[src/rtl/cross_arb_pkg.sv]
// cross_arb_pkg: shared constants and types for the cross-product arbiter.
// Default sizes, derived product/result/tag widths, and the tag type.
package cross_arb_pkg;

   localparam int NREQ_DEF = 4;
   localparam int W_DEF    = 11;
   localparam int PIPE_DEF = 2;

   localparam int PROD_W = 2 * W_DEF;
   localparam int RES_W  = 2 * W_DEF + 1;
   localparam int TAG_W  = $clog2(NREQ_DEF);

   typedef logic [TAG_W-1:0] tag_t;

endpackage

[src/rtl/rr_arbiter.sv]
// rr_arbiter: rotating-priority grant, searching from ptr upward with wrap.
// Ports: req (valid bits), ptr (start index) -> grant (one-hot), idx, any.
module rr_arbiter
   import cross_arb_pkg::*;
#(
   parameter int NREQ = NREQ_DEF,
   localparam int TW  = $clog2(NREQ)
) (
   input  logic [NREQ-1:0] req,
   input  logic [TW-1:0]   ptr,
   output logic [NREQ-1:0] grant,
   output logic [TW-1:0]   idx,
   output logic            any
);

   int j;

   always_comb begin
      grant = '0;
      idx   = '0;
      any   = 1'b0;
      j     = 0;
      for (int k = 0; k < NREQ; k++) begin
         j = int'(ptr) + k;
         if (j >= NREQ) j = j - NREQ;
         if (!any && req[j]) begin
            any      = 1'b1;
            grant[j] = 1'b1;
            idx      = TW'(j);
         end
      end
   end

endmodule

[src/rtl/cross_arb.sv]
// cross_arb: time-shared Ax*By - Bx*Ay unit with round-robin request arbitration.
// Ports: clk, reset (async, high); req_valid/ready/lock, packed req_ax/ay/bx/by;
// rsp_valid (one-hot tag), rsp_cross, rsp_pos, rsp_zero.
// Build option CROSS_ARB_LOCK_EN: req_lock holds the grant for burst sweeps.
module cross_arb
   import cross_arb_pkg::*;
#(
   parameter int NREQ = NREQ_DEF,
   parameter int W    = W_DEF,
   parameter int PIPE = PIPE_DEF
) (
   input  logic                clk,
   input  logic                reset,
   input  logic [NREQ-1:0]     req_valid,
   output logic [NREQ-1:0]     req_ready,
   input  logic [NREQ-1:0]     req_lock,
   input  logic [NREQ*W-1:0]   req_ax,
   input  logic [NREQ*W-1:0]   req_ay,
   input  logic [NREQ*W-1:0]   req_bx,
   input  logic [NREQ*W-1:0]   req_by,
   output logic [NREQ-1:0]     rsp_valid,
   output logic signed [2*W:0] rsp_cross,
   output logic                rsp_pos,
   output logic                rsp_zero
);

   localparam int TW = $clog2(NREQ);
   localparam int PW = 2 * W;
   localparam int RW = 2 * W + 1;

   function automatic logic signed [RW-1:0] xprod(
      input logic [W-1:0] ax, input logic [W-1:0] ay,
      input logic [W-1:0] bx, input logic [W-1:0] by);
      logic signed [PW-1:0] p;
      logic signed [PW-1:0] q;
      p = $signed({{W{ax[W-1]}}, ax}) * $signed({{W{by[W-1]}}, by});
      q = $signed({{W{bx[W-1]}}, bx}) * $signed({{W{ay[W-1]}}, ay});
      return $signed({p[PW-1], p}) - $signed({q[PW-1], q});
   endfunction

   logic [TW-1:0]   ptr;
   logic [NREQ-1:0] rr_grant;
   logic [TW-1:0]   rr_idx;
   logic            rr_any;

   rr_arbiter #(.NREQ(NREQ)) u_rr (
      .req   (req_valid),
      .ptr   (ptr),
      .grant (rr_grant),
      .idx   (rr_idx),
      .any   (rr_any)
   );

   logic [NREQ-1:0] grant;
   logic [TW-1:0]   gidx;
   logic            gany;
   logic            lock_take;

`ifdef CROSS_ARB_LOCK_EN
   logic          lock_q;
   logic [TW-1:0] lock_idx;
   logic          hold;

   // A lock only survives while its owner keeps requesting.
   assign hold = lock_q && req_valid[lock_idx];

   always_comb begin
      grant = rr_grant;
      gidx  = rr_idx;
      gany  = rr_any;
      if (hold) begin
         grant           = '0;
         grant[lock_idx] = 1'b1;
         gidx            = lock_idx;
         gany            = 1'b1;
      end
   end

   assign lock_take = gany && req_lock[gidx];

   always_ff @(posedge clk or posedge reset) begin
      if (reset) begin
         lock_q   <= 1'b0;
         lock_idx <= '0;
      end else begin
         lock_q <= lock_take;
         if (gany) lock_idx <= gidx;
      end
   end
`else
   logic unused_lock;

   assign unused_lock = ^req_lock;
   assign grant       = rr_grant;
   assign gidx        = rr_idx;
   assign gany        = rr_any;
   assign lock_take   = 1'b0;
`endif

   assign req_ready = grant;

   // Pointer stays frozen while a locked burst is in progress.
   always_ff @(posedge clk or posedge reset) begin
      if (reset) begin
         ptr <= '0;
      end else if (gany && !lock_take) begin
         ptr <= (gidx == TW'(NREQ - 1)) ? '0 : gidx + 1'b1;
      end
   end

   logic [W-1:0] g_ax, g_ay, g_bx, g_by;

   assign g_ax = req_ax[int'(gidx)*W +: W];
   assign g_ay = req_ay[int'(gidx)*W +: W];
   assign g_bx = req_bx[int'(gidx)*W +: W];
   assign g_by = req_by[int'(gidx)*W +: W];

   // Head of the pipe: the entry that lands in the output register next.
   logic                 h_v;
   logic [TW-1:0]        h_tag;
   logic signed [RW-1:0] h_cross;

   if (PIPE == 1) begin : g_p1
      assign h_v     = gany;
      assign h_tag   = gidx;
      assign h_cross = xprod(g_ax, g_ay, g_bx, g_by);
   end else begin : g_pn
      logic                 s1_v;
      logic [TW-1:0]        s1_tag;
      logic [W-1:0]         s1_ax, s1_ay, s1_bx, s1_by;
      logic signed [RW-1:0] s1_cross;

      always_ff @(posedge clk or posedge reset) begin
         if (reset) begin
            s1_v   <= 1'b0;
            s1_tag <= '0;
            s1_ax  <= '0;
            s1_ay  <= '0;
            s1_bx  <= '0;
            s1_by  <= '0;
         end else begin
            s1_v <= gany;
            if (gany) begin
               s1_tag <= gidx;
               s1_ax  <= g_ax;
               s1_ay  <= g_ay;
               s1_bx  <= g_bx;
               s1_by  <= g_by;
            end
         end
      end

      assign s1_cross = xprod(s1_ax, s1_ay, s1_bx, s1_by);

      if (PIPE == 2) begin : g_p2
         assign h_v     = s1_v;
         assign h_tag   = s1_tag;
         assign h_cross = s1_cross;
      end else begin : g_dl
         logic [PIPE-3:0]      d_v;
         logic [TW-1:0]        d_tag   [PIPE-2];
         logic signed [RW-1:0] d_cross [PIPE-2];

         always_ff @(posedge clk or posedge reset) begin
            if (reset) begin
               d_v <= '0;
               for (int k = 0; k < PIPE - 2; k++) begin
                  d_tag[k]   <= '0;
                  d_cross[k] <= '0;
               end
            end else begin
               d_v[0]     <= s1_v;
               d_tag[0]   <= s1_tag;
               d_cross[0] <= s1_cross;
               for (int k = 1; k < PIPE - 2; k++) begin
                  d_v[k]     <= d_v[k-1];
                  d_tag[k]   <= d_tag[k-1];
                  d_cross[k] <= d_cross[k-1];
               end
            end
         end

         assign h_v     = d_v[PIPE-3];
         assign h_tag   = d_tag[PIPE-3];
         assign h_cross = d_cross[PIPE-3];
      end
   end

   // Result fields hold between responses; only rsp_valid pulses.
   always_ff @(posedge clk or posedge reset) begin
      if (reset) begin
         rsp_valid <= '0;
         rsp_cross <= '0;
         rsp_pos   <= 1'b0;
         rsp_zero  <= 1'b1;
      end else begin
         rsp_valid <= '0;
         if (h_v) begin
            rsp_valid <= NREQ'(1) << h_tag;
            rsp_cross <= h_cross;
            rsp_pos   <= !h_cross[RW-1] && (h_cross != '0);
            rsp_zero  <= (h_cross == '0);
         end
      end
   end

endmodule

[config.mk]
export PLATFORM = sky130hd
export DESIGN_NAME = cross_arb
export DESIGN_NICKNAME = d
export VERILOG_FILES = /design/src/rtl/cross_arb_pkg.sv /design/src/rtl/rr_arbiter.sv /design/src/rtl/cross_arb.sv
export SDC_FILE = /design/constraint.sdc
export NUM_CORES = 1
export LEC_CHECK = 0
export ABC_CLOCK_PERIOD_IN_PS = 9000
export CAP_MARGIN = 30
export CORE_MARGIN = 2
export CORE_UTILIZATION = 33
export CTS_BUF_LIST = sky130_fd_sc_hd__clkbuf_4 sky130_fd_sc_hd__clkbuf_8
export DETAILED_ROUTE_END_ITERATION = 16
export HOLD_SLACK_MARGIN = 0.08
export PLACE_DENSITY = 0.6
export SYNTH_ARGS = -nofsm -noshare
export SYNTH_HDL_FRONTEND = slang
export SYNTH_HIERARCHICAL = 1
export SYNTH_SLANG_ARGS = --single-unit
[constraint.sdc]
create_clock -name clk -period 9 [get_ports clk]
set_input_delay 1.8 -clock clk [delete_from_list [all_inputs] [get_ports clk]]
set_output_delay 1.8 -clock clk [all_outputs]
set_load 0.005 [all_outputs]
Yosys cells after proc, flatten, opt, wreduce, memory -nomap -nowiden

Cells that the tools add are included.
Widths: inputs -> output; s select.

Eq/ne operators: 1
Reductions and logical operators: 14
Add/subtract/negate cells: 9
Mux-type cells: 38
Bitwise operators: 3
Order comparisons: 12
Shift operators: 5
Multipliers: 3

Operators by type and width:

| operator              | count |
|---|---|
| $shiftx 44x32->11     | 3 |
| $ge 32x1->1 const B   | 4 |
| $lt 32x4->1 const B   | 4 |
| $mux 32               | 4 |
| $ge 32x4->1 const B   | 3 |
| $sub 32x4->32 const B | 3 |
| $mul 11x11->22        | 2 |
| $shiftx 44x7->11      | 1 |
| $logic_not 23->1      | 1 |
| $reduce_bool 23->1    | 1 |
| $sub 22x22->23        | 1 |
| $mux 4                | 5 |
| $mux 1                | 16 |
| $or 4x4->4            | 3 |
| $mux 2                | 5 |
| $bmux 1 s2            | 4 |
| $demux 1 s2           | 4 |
| $logic_and 1x1->1     | 8 |
| $add 2x2->3 const B   | 2 |
| $mul 2x4->6 const B   | 1 |
| $logic_not 1->1       | 4 |
| $shl 1x2->4 const A   | 1 |
| $sub 2x3->4 const B   | 1 |
| $add 2x1->3 const B   | 1 |
| 3 further kinds       | 3 |

Output and inout bits: 33
Bits in registers: 78

Logic depth before layout (Yosys ltp)

Depth in word-level cells: 17
Mapped depth: 27
Depth with buffers taken out: 25

Modules after synthesis

The synthesis kept the hierarchy.

By module, submodules not included:

| module     | area an instance (sq um) | cells an instance | times used |
|---|---|---|---|
| cross_arb  | 14,174.8                 | 1,351             | 1 |
| rr_arbiter | 460.4                    | 48                | 1 |

Worst setup path before layout

OpenSTA, ideal clock, no wires.

Path type: reg2reg
Start: register g_pn.s1_bx[10]
End: register rsp_pos
Setup slack: 1,172 ps
Data arrival time: 7,705 ps
Cell stages (with the launch flop): 24
Data required time: 8,877 ps
Path buffers: 1
Clock period less this slack: 7,828 ps
Cell sequence: dfrtp_1 clkbuf_1 and2_1 fa_1 inv_1 fa_1 inv_1 fa_1 inv_1 fa_1 fa_1 fa_1 inv_1 fa_1 inv_1 ha_1 a211oi_1 nand2_1 o2111a_1 a211oi_1 xnor2_1 or4_1 or4b_4 o221a_1

Word-level cells in the longest chain between the ends: 4

Ends and longest elaborated chain:

| item                                                  | line             | source |
|---|---|---|
| start: declaration                                    | cross_arb.sv:130 | `logic [W-1:0] s1_ax, s1_ay, s1_bx, s1_by;` |
| start signal: assignment                              | cross_arb.sv:147 | `s1_bx <= g_bx;` |
| $mul 11x11->22 (*)                                    | cross_arb.sv:37  | `q = $signed({{W{bx[W-1]}}, bx}) * $signed({{W{ay[W-1]}}, ay});` |
| $sub 22x22->23 (*)                                    | cross_arb.sv:38  | `return $signed({p[PW-1], p}) - $signed({q[PW-1], q});` |
| $reduce_bool 23->1 or $logic_not 1->1 (tied branches) | cross_arb.sv:201 | `rsp_pos <= !h_cross[RW-1] && (h_cross != '0);` |
| $logic_and 1x1->1 (*)                                 | cross_arb.sv:201 |  |
| end signal: assignment                                | cross_arb.sv:201 |  |
| end: declaration                                      | cross_arb.sv:23  | `output logic rsp_pos,` |

Every way passes the cells marked *; elsewhere a longest branch is shown, timed or not.
A chain may end at the register's enable or synchronous reset.

Worst setup path after layout

Start: register g_pn.s1_ax[10]
End: register rsp_pos

Word-level cells in the longest chain between the ends: 4

Ends and longest elaborated chain:

| item                                                  | line             | source |
|---|---|---|
| start: declaration                                    | cross_arb.sv:130 |  |
| start signal: assignment                              | cross_arb.sv:145 | `s1_ax <= g_ax;` |
| $mul 11x11->22 (*)                                    | cross_arb.sv:36  | `p = $signed({{W{ax[W-1]}}, ax}) * $signed({{W{by[W-1]}}, by});` |
| $sub 22x22->23 (*)                                    | cross_arb.sv:38  |  |
| $reduce_bool 23->1 or $logic_not 1->1 (tied branches) | cross_arb.sv:201 |  |
| $logic_and 1x1->1 (*)                                 | cross_arb.sv:201 |  |

Marks and branches as above.

==> impl_metrics.py <==
metrics = {
    "grt": {
        "grt.overflow.total": 0,
        "global_route_wire_length_before_repair_mm": 60.3,
        "antenna_violations_before_repair": 0,
        "first_global_vias": 11667,
        "grt.total_usage": 0.167,
        "grt_start_max_net_pins": 51,
    },
    "finish": {
        "p_r_area_growth_vs_syn_pct": 19.9,
        "fillCellCount": 4326,
        "final_layout_size_suffix_gt1_frac": 0.0961,
        "finish.instance_area_um2": 17600,
        "layout.nets": 2120,
    },
    "worst_hold_path": {
        "hold_path.startpoint": "g_pn.s1_tag[1]",
        "worstHoldEndpoint": "rsp_valid[1]",
        "hold_path_class": "reg2reg",
        "min_delay_path_depth": 1,
    },
    "die": {
        "initial_utilization": 0.332,
        "rows": 77,
        "dieWidth_um": 215,
        "core_region_area_um2": 44000,
        "design.die.area_um2": 46000,
        "io-pin-count": 219,
        "floorplan.die.height_um": 215,
    },
    "logic_synthesis": {
        "ys_ff_latch": 78,
        "syn-cell-area_um2": 14600,
        "synth.distinct_cells": 64,
        "yosys.cell_count.top_type": "inv_1",
        "ys.warnings.count": 6,
        "most_instantiated_cells_after_synthesis": "341 x inv_1, 275 x fa_1, 146 x and2_1",
        "postSynthCellCount": 1399,
        "leading_cell_types_by_total_area_after_synthesis": "fa_1 38%, dfrtp_1 13%, inv_1 8.7%, ha_1 7.9%, mux4_2 6.9%",
        "seq_area_frac_synth": 0.133,
        "yosysTopAreaCellShare": 0.376,
        "syn-mean-instance-area_um2": 10.5,
        "asyncSetResetFlopFracSynth": 1.00,
        "dominantRegCellSynth": "dfrtp_1",
        "synth-edff-count": 0,
        "synth.net_count": 1952,
        "post-synth-top-area-cell": "fa_1",
    },
    "timing": {
        "setup_viol": 0,
        "min_period_over_period": 0.900,
        "timing.clock.skew_ps": 13.7,
        "timing_hold_violations_final": 0,
        "rsz_0062_raised_after_global_routing": "false",
        "drv_slew": 0,
        "setup-tns-final_ps": 0,
        "worst_pin_slew_ps": 986,
        "period_needed_ps": 8100,
        "maxClockFrequency_ghz": 0.123,
        "slew_headroom": 0.343,
    },
    "run_status": {
        "run_status": "finished, final reports clean",
    },
    "placement": {
        "buffer_ports.inserted": 214,
        "place_area_um2": 17300,
        "placer_congestion_estimate": 0.871,
        "hpwlAfterDp_mm": 29.6,
    },
    "flow_run": {
        "maxCapViolations": 0,
    },
    "clocking": {
        "tritoncts.num_buffers": 9,
        "clock_tree_from_tritoncts": "built",
        "htree_num_levels": 3,
        "clk_root_buffer_cell": "clkbuf_8",
        "numClockSinks": 78,
        "worst_skew_pair.late_latency_ps": 430,
        "cts_resized": 0,
        "clkTransAtPathRegs_ps": 100,
        "cts_hold_buffers": 0,
        "post-cts-setup-buffers": 0,
        "cts-root-to-sink-buffers": 2,
    },
    "setup_path": {
        "worst_r2r_startpoint": "g_pn.s1_ax[10]",
        "critPathArrivalTime_ps": 8420,
        "worst-setup-path-type": "reg2reg",
        "r2r_cells": 22,
        "critPathCaptureType": "flop",
        "r2r-end": "rsp_pos",
        "path_max_fanout": 12,
        "rrSetupSlack_ps": 900,
        "worst-endpoint-required_ps": 9320,
        "startpoint_type": "flop",
    },
    "routing": {
        "initialDrtViolationCount": 417,
        "avgRoutedWirePerCell_um": 16.2,
        "drcViolationCount": 0,
        "via_per_inst": 4.73,
        "postRouteWirelength_mm": 35.0,
        "vias_after_detailed_routing": 10234,
        "drt_pre_antenna_iters": 5,
        "final_antenna_net_count": 0,
    },
}
[per-stage QoR]
stage | hold slack (ps) | instances | setup WS, ps | util
finish | 498 | 2165 | 901 | 0.399
global route | 527 | 2164 | 291 | 0.399
CTS | 496 | 2164 | 838 | 0.399
detailed placement | 482 | 2148 | 887 | 0.394
global placement | 474 | 2148 | 954 | 0.394
floorplan | 446 | 1399 | 1170 | -
[state kept, by name, indices dropped and copies added (netlist names)]
register / count
ptr: 2
g_pn.s1_v: 1
g_pn.s1_ax: 11
rsp_cross: 23
g_pn.s1_tag: 2
g_pn.s1_bx: 11
g_pn.s1_ay: 11
rsp_zero: 1
g_pn.s1_by: 11
rsp_pos: 1
rsp_valid: 4
[layout make-up]
cell class | instances | area, µm² | area share
multi-input cells | 913 | 11200 | 0.635
clock buffers | 11 | 145 | 0.00827
clock inverters | 5 | 58.8 | 0.00335
flip-flops and latches | 78 | 1950 | 0.111
inverters | 341 | 1280 | 0.0730
repair buffers | 224 | 2220 | 0.126
diodes | 1 | 2.50 | 0.000143
well taps | 592 | 741 | 0.0422
[worst max-delay path by stage]
stage / start / endpoint / depth (start not counted)
6_report: g_pn.s1_ax[10] / rsp_pos / 22
5_1_grt: g_pn.s1_ax[10] / rsp_pos / 22
3_3_place_gp: g_pn.s1_ax[10] / rsp_pos / 22
4_1_cts: g_pn.s1_ax[10] / rsp_pos / 22
3_5_place_dp: g_pn.s1_ax[10] / rsp_pos / 22
2_1_floorplan: g_pn.s1_bx[10] / rsp_pos / 23
[cells in the final DEF (no fill, tap or decap), drive strengths merged, types with 3 or more instances in the layout]
cell and count:
xor2 6, clkbuf 11, ha 92, and3 5, a211oi 8, fa 275, nor2b 9, nor2 20
mux4 48, nand3 10, and2 146, a21o 9, mux2 65, a22oi 9, buf 10, o211ai 4
a2111oi 3, inv 340, o21ai 19, nor4 4, dfrtp 77, clkinv 3, xnor2 26, nand2 89
clkdlybuf4s50 214, mux2i 3, nand2b 11, a21oi 18
[critical path: stages (launching register included)]
cell      delay, ps
dfrtp_1         600
nand2_1         180
inv_1           150
fa_1            490
fa_1            850
inv_1           230
fa_1            570
inv_1            50
fa_1            520
fa_1            440
fa_1            550
inv_1            50
fa_1            530
inv_1            40
ha_1            330
and3_1          310
a21boi_0        300
nor2_1           70
a211oi_1        320
mux2i_1         130
or4_1           550
or4b_4          530
o221a_1         220
[metal layers]
metal	share of wire	GRT usage	vias up
met5	0	0	-
met4	0.030	0.0583	0
met3	0.035	0.0228	52
met2	0.54	0.308	200
met1	0.40	0.198	5331
li1	-	-	4651
[cell families (layout without fill, tap and decap cells)]
kind of cell	count (synthesis)	in the layout	share of synthesized area
buf+inv	408	581	0.106
fa+ha+maj	367	367	0.455
simple gates	306	306	0.114
mux	116	116	0.127
compound gates	92	92	0.0463
flops	78	78	0.133
xor+xnor	32	32	0.0192
other cells	0	1	0
Power is left out: the tool's default activity adds up to more than one toggle a clock period on the data nets, which glitch-free logic cannot reach.
